File: src/rtl/pc_module_if.sv
// ---------------------------------------------------------------------------
// pc_module_pkg / pc_module_if
//
// Purpose:
//   pc_module_pkg holds the next-PC source encodings. The design and anything
//   that drives sig_pc_src share these constants.
//   pc_module_if bundles the program-counter datapath signals that pass
//   between the instruction-sequencing control (master) and pc_module (slave).
//
// Interface signals (WIDTH bits unless noted):
//   PC              : current program counter (slave drives)
//   PC_plus_step    : PC + PC_STEP, combinational link value (slave drives)
//   I_TypeImmediate : signed branch offset, already sign-extended (master drives)
//   J_TypeImmediate : signed jump offset, already sign-extended (master drives)
//   ReturnAddress   : absolute return target (master drives)
//   sig_pc_src      : 2-bit next-PC source select (master drives)
//   pc_write_en     : 1-bit PC update enable (master drives). This signal
//                     exists only when the macro PC_HOLD_EN is defined.
// ---------------------------------------------------------------------------
package pc_module_pkg;
    localparam logic [1:0] pcDefault = 2'b00;  // PC + PC_STEP
    localparam logic [1:0] pcImm     = 2'b01;  // PC + J_TypeImmediate
    localparam logic [1:0] pcSgnImm  = 2'b10;  // PC + I_TypeImmediate
    localparam logic [1:0] pcRET     = 2'b11;  // ReturnAddress
endpackage

interface pc_module_if #(
    parameter int WIDTH = 16
);
    logic [WIDTH-1:0] PC;
    logic [WIDTH-1:0] PC_plus_step;
    logic [WIDTH-1:0] I_TypeImmediate;
    logic [WIDTH-1:0] J_TypeImmediate;
    logic [WIDTH-1:0] ReturnAddress;
    logic [1:0]       sig_pc_src;
`ifdef PC_HOLD_EN
    logic             pc_write_en;
`endif

    // Control side: selects the next PC and consumes PC / link value.
    modport master (
        input  PC,
        input  PC_plus_step,
        output I_TypeImmediate,
        output J_TypeImmediate,
        output ReturnAddress,
`ifdef PC_HOLD_EN
        output pc_write_en,
`endif
        output sig_pc_src
    );

    // Program-counter side.
    modport slave (
        output PC,
        output PC_plus_step,
        input  I_TypeImmediate,
        input  J_TypeImmediate,
        input  ReturnAddress,
`ifdef PC_HOLD_EN
        input  pc_write_en,
`endif
        input  sig_pc_src
    );
endinterface

File: src/rtl/pc_module.sv
// ---------------------------------------------------------------------------
// pc_module
//
// Purpose:
//   This module holds the registered program counter. The next-PC value comes
//   from a combinational mux: sequential step, relative jump, relative branch,
//   or absolute return. PC loads this value on the rising clock edge, so PC
//   follows its select and data inputs one cycle later. All arithmetic wraps
//   modulo 2^WIDTH and gives no overflow indication. The immediates are used
//   as-is. They are assumed to be already sign-extended to WIDTH, and the
//   module does not shift or scale them.
//
// Parameters:
//   WIDTH    : width of the PC, the immediates and the return address
//   PC_STEP  : sequential increment in bytes
//   RESET_PC : value that PC loads during reset
//
// Ports:
//   clock   : rising-edge clock for all state
//   reset_n : synchronous active-low reset. It takes priority over every
//             other input.
//   bus     : pc_module_if slave modport (PC, PC_plus_step, immediates,
//             ReturnAddress, sig_pc_src, optional pc_write_en)
//
// Configuration:
//   PC_HOLD_EN : when this macro is defined, bus.pc_write_en gates the PC
//                update, and PC holds its value on edges where the enable is
//                low. Reset still wins over the enable. When the macro is not
//                defined, PC updates on every edge that is not a reset edge.
// ---------------------------------------------------------------------------
module pc_module #(
    parameter int                 WIDTH    = 16,
    parameter int                 PC_STEP  = 2,
    parameter logic [WIDTH-1:0]   RESET_PC = {WIDTH{1'b0}}
) (
    input  logic        clock,
    input  logic        reset_n,
    pc_module_if.slave  bus
);
    import pc_module_pkg::*;

    localparam logic [WIDTH-1:0] STEP = WIDTH'(PC_STEP);

    logic [WIDTH-1:0] pc_reg;
    logic [WIDTH-1:0] pc_next;
    logic [WIDTH-1:0] pc_plus_step;

    // The link value is derived from the registered PC only. During reset,
    // pc_reg already holds RESET_PC, so the link value is RESET_PC + STEP.
    assign pc_plus_step = pc_reg + STEP;

    // Next-PC mux. Any select value outside the four legal codes (for
    // example X in simulation) falls back to the sequential step.
    always_comb begin
        pc_next = pc_plus_step;
        case (bus.sig_pc_src)
            pcDefault: pc_next = pc_plus_step;
            pcImm:     pc_next = pc_reg + bus.J_TypeImmediate;
            pcSgnImm:  pc_next = pc_reg + bus.I_TypeImmediate;
            pcRET:     pc_next = bus.ReturnAddress;
            default:   pc_next = pc_plus_step;
        endcase
    end

    always_ff @(posedge clock) begin
        if (!reset_n) begin
            pc_reg <= RESET_PC;
`ifdef PC_HOLD_EN
        end else if (bus.pc_write_en) begin
            pc_reg <= pc_next;
        end
`else
        end else begin
            pc_reg <= pc_next;
        end
`endif
    end

    assign bus.PC           = pc_reg;
    assign bus.PC_plus_step = pc_plus_step;

endmodule

File: src/flat_wrapper.sv
// flat-port wrapper written by rule: the top's interface ports become plain ports
module pc_module_flat import pc_module_pkg::*;
#(
    parameter int                 WIDTH    = 16,
    parameter int                 PC_STEP  = 2,
    parameter logic [WIDTH-1:0]   RESET_PC = {WIDTH{1'b0}}
)
  (clock, reset_n, bus_PC, bus_PC_plus_step, bus_I_TypeImmediate, bus_J_TypeImmediate, bus_ReturnAddress, bus_sig_pc_src);
  pc_module_if #(.WIDTH(WIDTH)) bus_i ();
  input  logic clock;
  input  logic reset_n;
  output wire logic [$bits(bus_i.PC)-1:0] bus_PC;
  output wire logic [$bits(bus_i.PC_plus_step)-1:0] bus_PC_plus_step;
  input wire logic [$bits(bus_i.I_TypeImmediate)-1:0] bus_I_TypeImmediate;
  input wire logic [$bits(bus_i.J_TypeImmediate)-1:0] bus_J_TypeImmediate;
  input wire logic [$bits(bus_i.ReturnAddress)-1:0] bus_ReturnAddress;
  input wire logic [$bits(bus_i.sig_pc_src)-1:0] bus_sig_pc_src;
  assign bus_PC = bus_i.PC;
  assign bus_PC_plus_step = bus_i.PC_plus_step;
  assign bus_i.I_TypeImmediate = bus_I_TypeImmediate;
  assign bus_i.J_TypeImmediate = bus_J_TypeImmediate;
  assign bus_i.ReturnAddress = bus_ReturnAddress;
  assign bus_i.sig_pc_src = bus_sig_pc_src;
  pc_module #(.WIDTH(WIDTH), .PC_STEP(PC_STEP), .RESET_PC(RESET_PC)) u_core (.clock(clock), .reset_n(reset_n), .bus(bus_i));
endmodule
File: config.mk
export PLATFORM = sky130hd
export DESIGN_NAME = pc_module_flat
export DESIGN_NICKNAME = d
export VERILOG_FILES = /design/src/rtl/pc_module_if.sv /design/src/rtl/pc_module.sv /design/src/flat_wrapper.sv
export SDC_FILE = /design/constraint.sdc
export NUM_CORES = 1
export LEC_CHECK = 0
export CAP_MARGIN = 10
export CORE_ASPECT_RATIO = 0.7
export CORE_UTILIZATION = 39
export CTS_CLUSTER_SIZE = 20
export DETAILED_ROUTE_END_ITERATION = 8
export HOLD_SLACK_MARGIN = 0.1
export PLACE_DENSITY = 0.8
export SETUP_SLACK_MARGIN = 0.02
export SLEW_MARGIN = 0
export SYNTH_ARGS = -nofsm -noshare
export SYNTH_HDL_FRONTEND = slang
export SYNTH_SLANG_ARGS = --single-unit
File: constraint.sdc
create_clock -name clock -period 3.19 [get_ports clock]
set_input_delay 0.638 -clock clock [delete_from_list [all_inputs] [get_ports clock]]
set_output_delay 0.638 -clock clock [all_outputs]
set_load 0.1 [all_outputs]
After elaboration in Yosys (flattened, before gate mapping) --
Cells that the tools add are included.
Storage, ports and cells: input port bits 52, bits in registers 16, word-level logic and storage cells 9
Cells by class: reductions and logical operators 1, multiplexer cells 1, equal/unequal tests 3, $add $sub $neg 3
Operators with widths (number):
- $pmux W16 S4 | 1
- $add A16 B16 Y16 | 2
- $add A16 B2 Y16 const B | 1
- $eq A2 B2 Y1 const B | 2
- $eq A2 B1 Y1 const B | 1
- $logic_not A2 Y1 | 1

Longest topological paths before layout --
Gate-level depths: netlist of run 1.
depth in word-level cells 2, depth in mapped cells 14, depth with buffers taken out 12

Worst setup path before layout of run 1 --
OpenSTA, ideal clock, no wires.
path kind reg2out, from reg u_core.pc_reg[1], in the netlist u_core.bus.PC[1], to out bus_PC_plus_step[15], buffers on the path 0, cell stages (with the launch flop) 6, data required time 2552 ps, arrival time 3533 ps, path slack -981 ps, cell sequence dfxtp_1 -> ha_1 -> nand3_1 -> nor2_1 -> nand3_1 -> xnor2_1
Between the ends: longest elaborated chain between the ends 1
RTL lines:
- from (decl) | RTL line pc_module.sv:44 | logic [WIDTH-1:0] pc_reg;
- from (signal assigned) | RTL line pc_module.sv:74 | pc_reg <= pc_next;
- $add A16 B2 Y16 | RTL line pc_module.sv:50 | assign pc_plus_step = pc_reg + STEP;
- to (decl) | RTL line flat_wrapper.sv:13 | output wire logic [$bits(bus_i.PC_plus_step)-1:0] bus_PC_plus_step;
No other way between the ends.

Worst setup path after layout of run 1 --
from reg u_core.pc_reg[1], in the netlist u_core.bus.PC[1], to out bus_PC_plus_step[11]
Same word-level chain as after synthesis.

==> results of run 1 <==
==> area by class of cell <==
type                    count  area share
repair buffers            118       0.316
multi-input cells         206       0.535
inverters                  14      0.0156
flip-flops and latches     16      0.0956
clock buffers               3      0.0122
well taps                  69      0.0256
==> cell usage in the layout (no fill, tap or decap), drive strengths merged, types with 4 or more instances in the layout <==
cell,n
a21o,5
a21oi,28
a221oi,5
buf,67
clkdlybuf4s50,49
dfxtp,16
ha,23
inv,14
mux2,15
nand2,14
nand3,10
nor2,19
nor3,4
o21ai,20
xnor2,13
xor2,10
==> power by group <==
group	internal [mW]	total (mW)	switching [mW]	leakage (nW)
combinational	0.404	1.11	0.704	1.34
clock	0.0841	0.166	0.0815	0.0216
sequential	0.227	0.287	0.0598	0.133
total	0.715	1.56	0.845	1.50
==> repair_timing <==
item,CTS,global route
setup buffers,0,1
gates resized for setup,7,23
endpoints found under the setup margin,6,11
pin swaps,1,6
==> metrics by stage <==
step | hold slack [ns] | area [um2]
finish | 0.547 | 3380
global route | 0.556 | 3380
CTS | 0.544 | 3270
detailed placement | 0.530 | 3210
global placement | 0.527 | 3210
floorplan | 0.795 | 2110
==> metal layers <==
metal  wire [um]  up-vias  GRT usage
met3         673        6     0.0469
met5           0        -          0
met1        3100     1114      0.361
li1            -     1125          -
met2        3050      123      0.426
met4          48        0     0.0786
==> worst paths after layout <==
kind / startpoint / end / cells after the start / slack (ns)
setup / recovery: u_core.bus.PC[1] / bus_PC_plus_step[11] / 6 / 0.30
hold / removal: u_core.bus.PC[1] / u_core.bus.PC[1] / 1 / 0.55
setup reg to reg: u_core.bus.PC[0] / u_core.bus.PC[6] / 9 / 1.06
hold reg to reg: u_core.bus.PC[1] / u_core.bus.PC[1] / 1 / 0.55
==> worst max-delay path, stage by stage (launching register included) <==
cell and delay (ns):
sky130_fd_sc_hd__dfxtp_2 0.42, sky130_fd_sc_hd__ha_1 0.21, sky130_fd_sc_hd__nand3_1 0.23, sky130_fd_sc_hd__nor2_1 0.38, sky130_fd_sc_hd__and4_1 0.37, sky130_fd_sc_hd__xor2_4 0.20, sky130_fd_sc_hd__buf_12 0.19
==> cell families after synthesis <==
logic type	count (synthesis)	share of synthesized area
adder cells (fa/ha/maj)	24	0.157
AO/OA/AOI/OAI	83	0.273
AND/OR/NAND/NOR	58	0.156
multiplexers	18	0.101
XOR/XNOR	23	0.103
buffers and inverters	24	0.0478
flip-flops	16	0.163
==> out/metrics.sh, run 1 <==
STATUS='complete, no violations'
N_FILL_CELL=394
CLOCK_SINKS=16
YS_FF_LATCH=16
CRIT_REQUIRED_NS=2.55
SEQUENTIAL_CELL_AREA_IN_THE_FINAL_LAYOUT_UM2=323
DIE_H_UM=61.4
DR.FIRST_ITER.DRC_COUNT=222
FINAL_CORE_UTILIZATION=0.703
SHARE_OF_SYNTHESIZED_AREA_OCCUPIED_BY_FLIP_FLOPS_AND_LATCHES=0.163
FP.DIEAREA_UM2=5330
WORST_SKEW_PAIR.LATE_LATENCY_NS=0.26
GLOBAL_ROUTE_TOTAL_OVERFLOW=0
LARGEST_NET_DEGREE_AT_THE_START_OF_GLOBAL_ROUTING=18
DESIGN.CORE.AREA_UM2=4810
ROUTED_WIRE_LENGTH_PER_INSTANCE_UM=16.2
SETUP.WORST_PATH.END_CLASS='primary output'
NETLIST_AREA_UM2=1960
PORT_BUFFERS=83
INITIAL_ANTENNA_VIOLATION_COUNT=0
LARGEST_REG_FLOPS=16
IR_DROP_WORST_CASE_VDD_mV=0.263
PLACE.GP.CONGESTION=0.942
WORST_CLOCK_SKEW_NS=0.00111
VIA_COUNT=2368
GRT_FIRST_PASS_WIRELENGTH_MM=10.6
POSTSYNTH.ASYNCRESETSHARE=0
MULTI_INPUT_COMB_AREA_UM2=1810
NUMBER_OF_NETS_IN_THE_LAYOUT=435
DPL.CELL_COUNT=422
HPWLAFTERDP_MM=5.28
SYNTH-EDFF-COUNT=0
TIMING.FINAL.CRIT_PERIOD_NS=2.89
POST-PLACE-WS_NS=-0.367
FIN_WS_NS=0.295
FIRST_GLOBAL_VIAS=2315
CLK_PATH_BUF_DEPTH=2
TNS_NS=0
DIE_X_UM=86.8
SYNTH_TOP_AREA_SHARE=0.163
CTS_HOLD_BUFFERS=0
MAPPEDNETLISTNETS=322
CRITICAL_PATH_CLASS='reg -> out'
FINAL-HOLD-VIOLATION-COUNT=0
INITIAL_CORE_UTIL=0.409
AREA_GROWTH_SYN_TO_LAYOUT_PCT=72.0
NUMBER_OF_H_TREE_BRANCHING_LEVELS=1
MAX_SLEW.WORST_PIN.SLEW_NS=0.719
GRTUSAGETOTAL=0.263
WORST_SETUP_HOLD_PATH_CLK_SLEW_NS=0.07
WORSTPATHARRIVAL_NS=2.26
DRT_ANTENNA_NET_COUNT=0
MAXSLEWVIOLCOUNT=0
FINAL_LAYOUT_SIZE_SUFFIX_GT1_FRAC=0.347
POWER_DENSITY_nW_PER_UM2=462
POST_LAYOUT_TOTAL_POWER_mW=1.56
POSTSYNTHAREAPERCELL_UM2=7.99
TIMING.SLEW.HEADROOM=0.521
UNREPAIRED_SETUP_ENDPOINTS_AFTER_GLOBAL_ROUTING='false'
LEAKAGEPOWER_nW=1.50
TRITONCTS='yes'
FMAX_GHz=0.345
DRCVIOLATIONCOUNT=0
WORST-PATH-MAX-FANOUT=7
CELL_WITH_THE_MOST_INSTANCES_AFTER_SYNTHESIS='sky130_fd_sc_hd__a21oi_1'
SYNTH_TOP_CELLS_BY_COUNT='sky130_fd_sc_hd__a21oi_1, sky130_fd_sc_hd__ha_1, sky130_fd_sc_hd__o21ai_0'
CLOCK-ROOT-BUFFER='sky130_fd_sc_hd__clkbuf_8'
MAX_CAP_VIOL_COUNT=0
SYNTHDOMINANTAREACELLTYPE='sky130_fd_sc_hd__dfxtp_1'
YOSYS_WARNINGS=0
DRT-VIAS-PER-INSTANCE=5.56
DRT_WL_TOTAL_MM=6.88
HP-CLASS='reg -> reg'
FINAL_CELL_COUNT_NO_FILL=426
SETUP.WORST_PATH.START_CLASS='flop'
SYNTH_CELLS=246
FINALSETUPVIOLATIONS=0
CTS_INSERTED_BUFFERS=3
SYNTHDISTINCTLIBCELLS=46
DRTPASS1ITERATIONS=4
SYNTH-MAIN-FF-CELL='sky130_fd_sc_hd__dfxtp_1'
IO_PINS=84
STD_CELL_ROWS=21
NUM_ANTENNA_CELLS=0
YOSYS-TOP-CELLS-AREA='sky130_fd_sc_hd__dfxtp_1, sky130_fd_sc_hd__ha_1, sky130_fd_sc_hd__mux2_2'
FINALCRITPERIODSHARE=0.907
No activity file was read; power rests on OpenSTA's default activity.
==> inputs of run 2 (changes only) <==
--- a/config.mk
+++ b/config.mk
@@ -6,12 +6,15 @@
 export NUM_CORES = 1
 export LEC_CHECK = 0
 export CAP_MARGIN = 10
+export CELL_PAD_IN_SITES_DETAIL_PLACEMENT = 1
+export CELL_PAD_IN_SITES_GLOBAL_PLACEMENT = 1
 export CORE_ASPECT_RATIO = 0.7
-export CORE_UTILIZATION = 39
+export CORE_MARGIN = 5
+export CORE_UTILIZATION = 27
 export CTS_CLUSTER_SIZE = 20
 export DETAILED_ROUTE_END_ITERATION = 8
 export HOLD_SLACK_MARGIN = 0.1
-export PLACE_DENSITY = 0.8
+export PLACE_DENSITY = 0.78
 export SETUP_SLACK_MARGIN = 0.02
 export SLEW_MARGIN = 0
 export SYNTH_ARGS = -nofsm -noshare
==> out/metrics.sh, run 2 (synthesized netlist as in run 1, its figures left out) <==
STATUS='complete, no violations'
MAXSLEWVIOLCOUNT=0  # unchanged
FIRST_GLOBAL_VIAS=2570  # +11%
DESIGN.CORE.AREA_UM2=7190  # +50%
GLOBAL_ROUTE_TOTAL_OVERFLOW=0  # unchanged
WORST_SKEW_PAIR.LATE_LATENCY_NS=0.27  # about the same
PLACE.GP.CONGESTION=0.850  # -9.8%
DRT_WL_TOTAL_MM=8.29  # +20%
INITIAL_CORE_UTIL=0.273  # -0.135
DRT_ANTENNA_NET_COUNT=0  # unchanged
TNS_NS=0  # unchanged
AREA_GROWTH_SYN_TO_LAYOUT_PCT=72.4
CLOCK_SINKS=16  # unchanged
PORT_BUFFERS=83  # unchanged
VIA_COUNT=2358  # -0.42%
IO_PINS=84  # unchanged
FINAL-HOLD-VIOLATION-COUNT=0  # unchanged
MIN_DELAY_WORST_ENDPOINT='u_core.bus.PC[1]'
FINAL_COMMON_CELL='sky130_fd_sc_hd__buf_4'
WORSTREG2REGEND='u_core.bus.PC[6]'
TIMING.SLEW.HEADROOM=0.492  # -0.0288
N_FILL_CELL=836  # +110%
CRITICAL_PATH_CLASS='in -> reg'
NUM_ANTENNA_CELLS=0  # unchanged
DR.FIRST_ITER.DRC_COUNT=99  # -55%
CTS_INSERTED_BUFFERS=3  # unchanged
LARGEST_REG_FLOPS=16  # unchanged
GRTUSAGETOTAL=0.180  # -0.0830
SETUP.WORST_PATH.END_CLASS='flop'
DPL.CELL_COUNT=452  # +7.1%
FP.DIEAREA_UM2=9110  # +71%
GRT_FIRST_PASS_WIRELENGTH_MM=13.0  # +23%
CRIT_REQUIRED_NS=3.35  # +0.80 ns
WORST_SETUP_HOLD_PATH_CLK_SLEW_NS=0.07  # about the same
PLACED_CELL_AREA_UM2=3250  # +1.4%
TIMING.FINAL.CRIT_PERIOD_NS=2.93  # +0.0394 ns
HP-CLASS='reg -> reg'
REGTOREGSETUPSLACK_NS=1.02  # -0.04 ns
CLOCK-ROOT-BUFFER='sky130_fd_sc_hd__clkbuf_8'
HPWLAFTERDP_MM=6.54  # +24%
NUMBER_OF_H_TREE_BRANCHING_LEVELS=1  # unchanged
FINAL_CELL_COUNT_NO_FILL=457  # +7.3%
DRT-VIAS-PER-INSTANCE=5.16  # -7.2%
HP-START='u_core.bus.PC[1]'
STD_CELL_ROWS=26  # +24%
IR_DROP_WORST_CASE_VDD_mV=0.229  # -13%
CLK_PATH_BUF_DEPTH=2  # unchanged
MAX_SLEW.WORST_PIN.SLEW_NS=0.762  # +0.0432 ns
HIGHEST_COUNT_CELLS_IN_THE_LAYOUT_IGNORING_FILL_AND_TAPS='sky130_fd_sc_hd__buf_4, sky130_fd_sc_hd__clkdlybuf4s50_1, sky130_fd_sc_hd__a21oi_1'
REG2REG_FROM='u_core.bus.PC[0]'
POST-PLACE-WS_NS=-0.445  # -0.0782 ns
WORST_CLOCK_SKEW_NS=0.00549  # +0.00438 ns
DIE_X_UM=112  # +29%
UNREPAIRED_SETUP_ENDPOINTS_AFTER_GLOBAL_ROUTING='false'
FMAX_GHz=0.341  # -1.3%
DRTPASS1ITERATIONS=4  # unchanged
DRCVIOLATIONCOUNT=0  # unchanged
NUMBER_OF_NETS_IN_THE_LAYOUT=437  # +0.46%
SETUP.WORST_PATH.START_CLASS='primary input'
WORST_R2R_PATH_DEPTH=9  # unchanged
WORST-PATH-MAX-FANOUT=11  # +4
FIN_WS_NS=0.256  # -0.0394 ns
INITIAL_ANTENNA_VIOLATION_COUNT=0  # unchanged
FIN_AREA_UM2=3390  # +0.26%
LEAKAGEPOWER_nW=1.50  # about the same
MAX_CAP_VIOL_COUNT=0  # unchanged
DIE_H_UM=81.4  # +33%
POWER_DENSITY_nW_PER_UM2=466  # +0.87%
WORST_HOLD_PATH.NUM_CELLS=1  # unchanged
CTS_HOLD_BUFFERS=0  # unchanged
FINALCRITPERIODSHARE=0.920  # +0.0123
ROUTED_WIRE_LENGTH_PER_INSTANCE_UM=18.1  # +12%
FINAL_LAYOUT_SIZE_SUFFIX_GT1_FRAC=0.334  # -0.0131
FINALSETUPVIOLATIONS=0  # unchanged
TRITONCTS='yes'
WORSTPATHARRIVAL_NS=3.10  # +0.84 ns
LARGEST_NET_DEGREE_AT_THE_START_OF_GLOBAL_ROUTING=18  # unchanged
[run 2: worst max-delay path, cell delays in order]
cell	delay (ns)
sky130_fd_sc_hd__dlygate4sd2_1	0.23
sky130_fd_sc_hd__inv_2	0.06
sky130_fd_sc_hd__ha_4	0.17
sky130_fd_sc_hd__buf_12	0.14
sky130_fd_sc_hd__mux2_2	0.22
sky130_fd_sc_hd__ha_2	0.18
sky130_fd_sc_hd__inv_1	0.05
sky130_fd_sc_hd__fa_2	0.35
sky130_fd_sc_hd__nand3b_1	0.22
sky130_fd_sc_hd__a21oi_2	0.18
sky130_fd_sc_hd__nand2b_4	0.14
sky130_fd_sc_hd__xor2_1	0.06
sky130_fd_sc_hd__a221o_1	0.32
sky130_fd_sc_hd__o211a_1	0.13
[run 2: cell type report]
type                       count  area, um2  share of cell area
multi-input combinational    206       1770               0.522
timing repair buffer         120       1080               0.319
sequential                    16        323              0.0953
tap                           98        123              0.0362
inverter                      14       52.6              0.0155
clock buffer                   3       41.3              0.0122
[run 2: routing by layer]
layer	track usage	part of all wire	wire length (um)	vias to the layer above
met5	0	0	0	-
met4	0.0420	0.013	105	0
met2	0.322	0.48	4010	70
li1	-	-	-	1130
met1	0.221	0.45	3690	1149
met3	0.0424	0.059	488	9
[run 2: how the worst max path moves through the flow]
stage	slack [ns]	depth (start not counted)	to	from
floorplan	-0.24	4	bus_PC_plus_step[15]	u_core.bus.PC[3]
global placement	-0.31	14	u_core.bus.PC[14]	bus_sig_pc_src[0]
detailed placement	-0.44	11	u_core.bus.PC[13]	bus_sig_pc_src[1]
CTS	0.01	11	u_core.bus.PC[13]	bus_sig_pc_src[1]
global route	0.14	14	u_core.bus.PC[14]	bus_sig_pc_src[0]
finish	0.26	14	u_core.bus.PC[6]	bus_sig_pc_src[0]
[run 2: per-stage QoR]
stage,hold slack (ns),utilization,total power [mW]
floorplan,0.795,-,1.02
global placement,0.527,0.452,1.35
detailed placement,0.541,0.452,1.37
CTS,0.559,0.469,1.57
global route,0.594,0.471,1.66
finish,0.555,0.471,1.58
[run 2: repair_timing]
item,in CTS,in global routing
gates resized for setup,17,3
buffers inserted,1,1
setup endpoints to repair,7,11
pin swaps,8,3
[run 2: report_power, final]
part / internal (mW) / total [mW] / switching [mW] / leakage [nW]
Combinational: 0.405 / 1.11 / 0.708 / 1.35
Clock: 0.0846 / 0.172 / 0.0877 / 0.0216
Sequential: 0.227 / 0.292 / 0.0648 / 0.133
Total: 0.717 / 1.58 / 0.861 / 1.50
==> inputs of run 3 (changes only) <==
--- a/config.mk
+++ b/config.mk
@@ -11,9 +11,10 @@
 export CORE_ASPECT_RATIO = 0.7
 export CORE_MARGIN = 5
 export CORE_UTILIZATION = 27
+export CTS_CLUSTER_DIAMETER = 40
 export CTS_CLUSTER_SIZE = 20
 export DETAILED_ROUTE_END_ITERATION = 8
-export HOLD_SLACK_MARGIN = 0.1
+export HOLD_SLACK_MARGIN = 0.05
 export PLACE_DENSITY = 0.78
 export SETUP_SLACK_MARGIN = 0.02
 export SLEW_MARGIN = 0
==> results of run 3 <==
The final DEF is identical to that of run 2; final timing and power are the same.
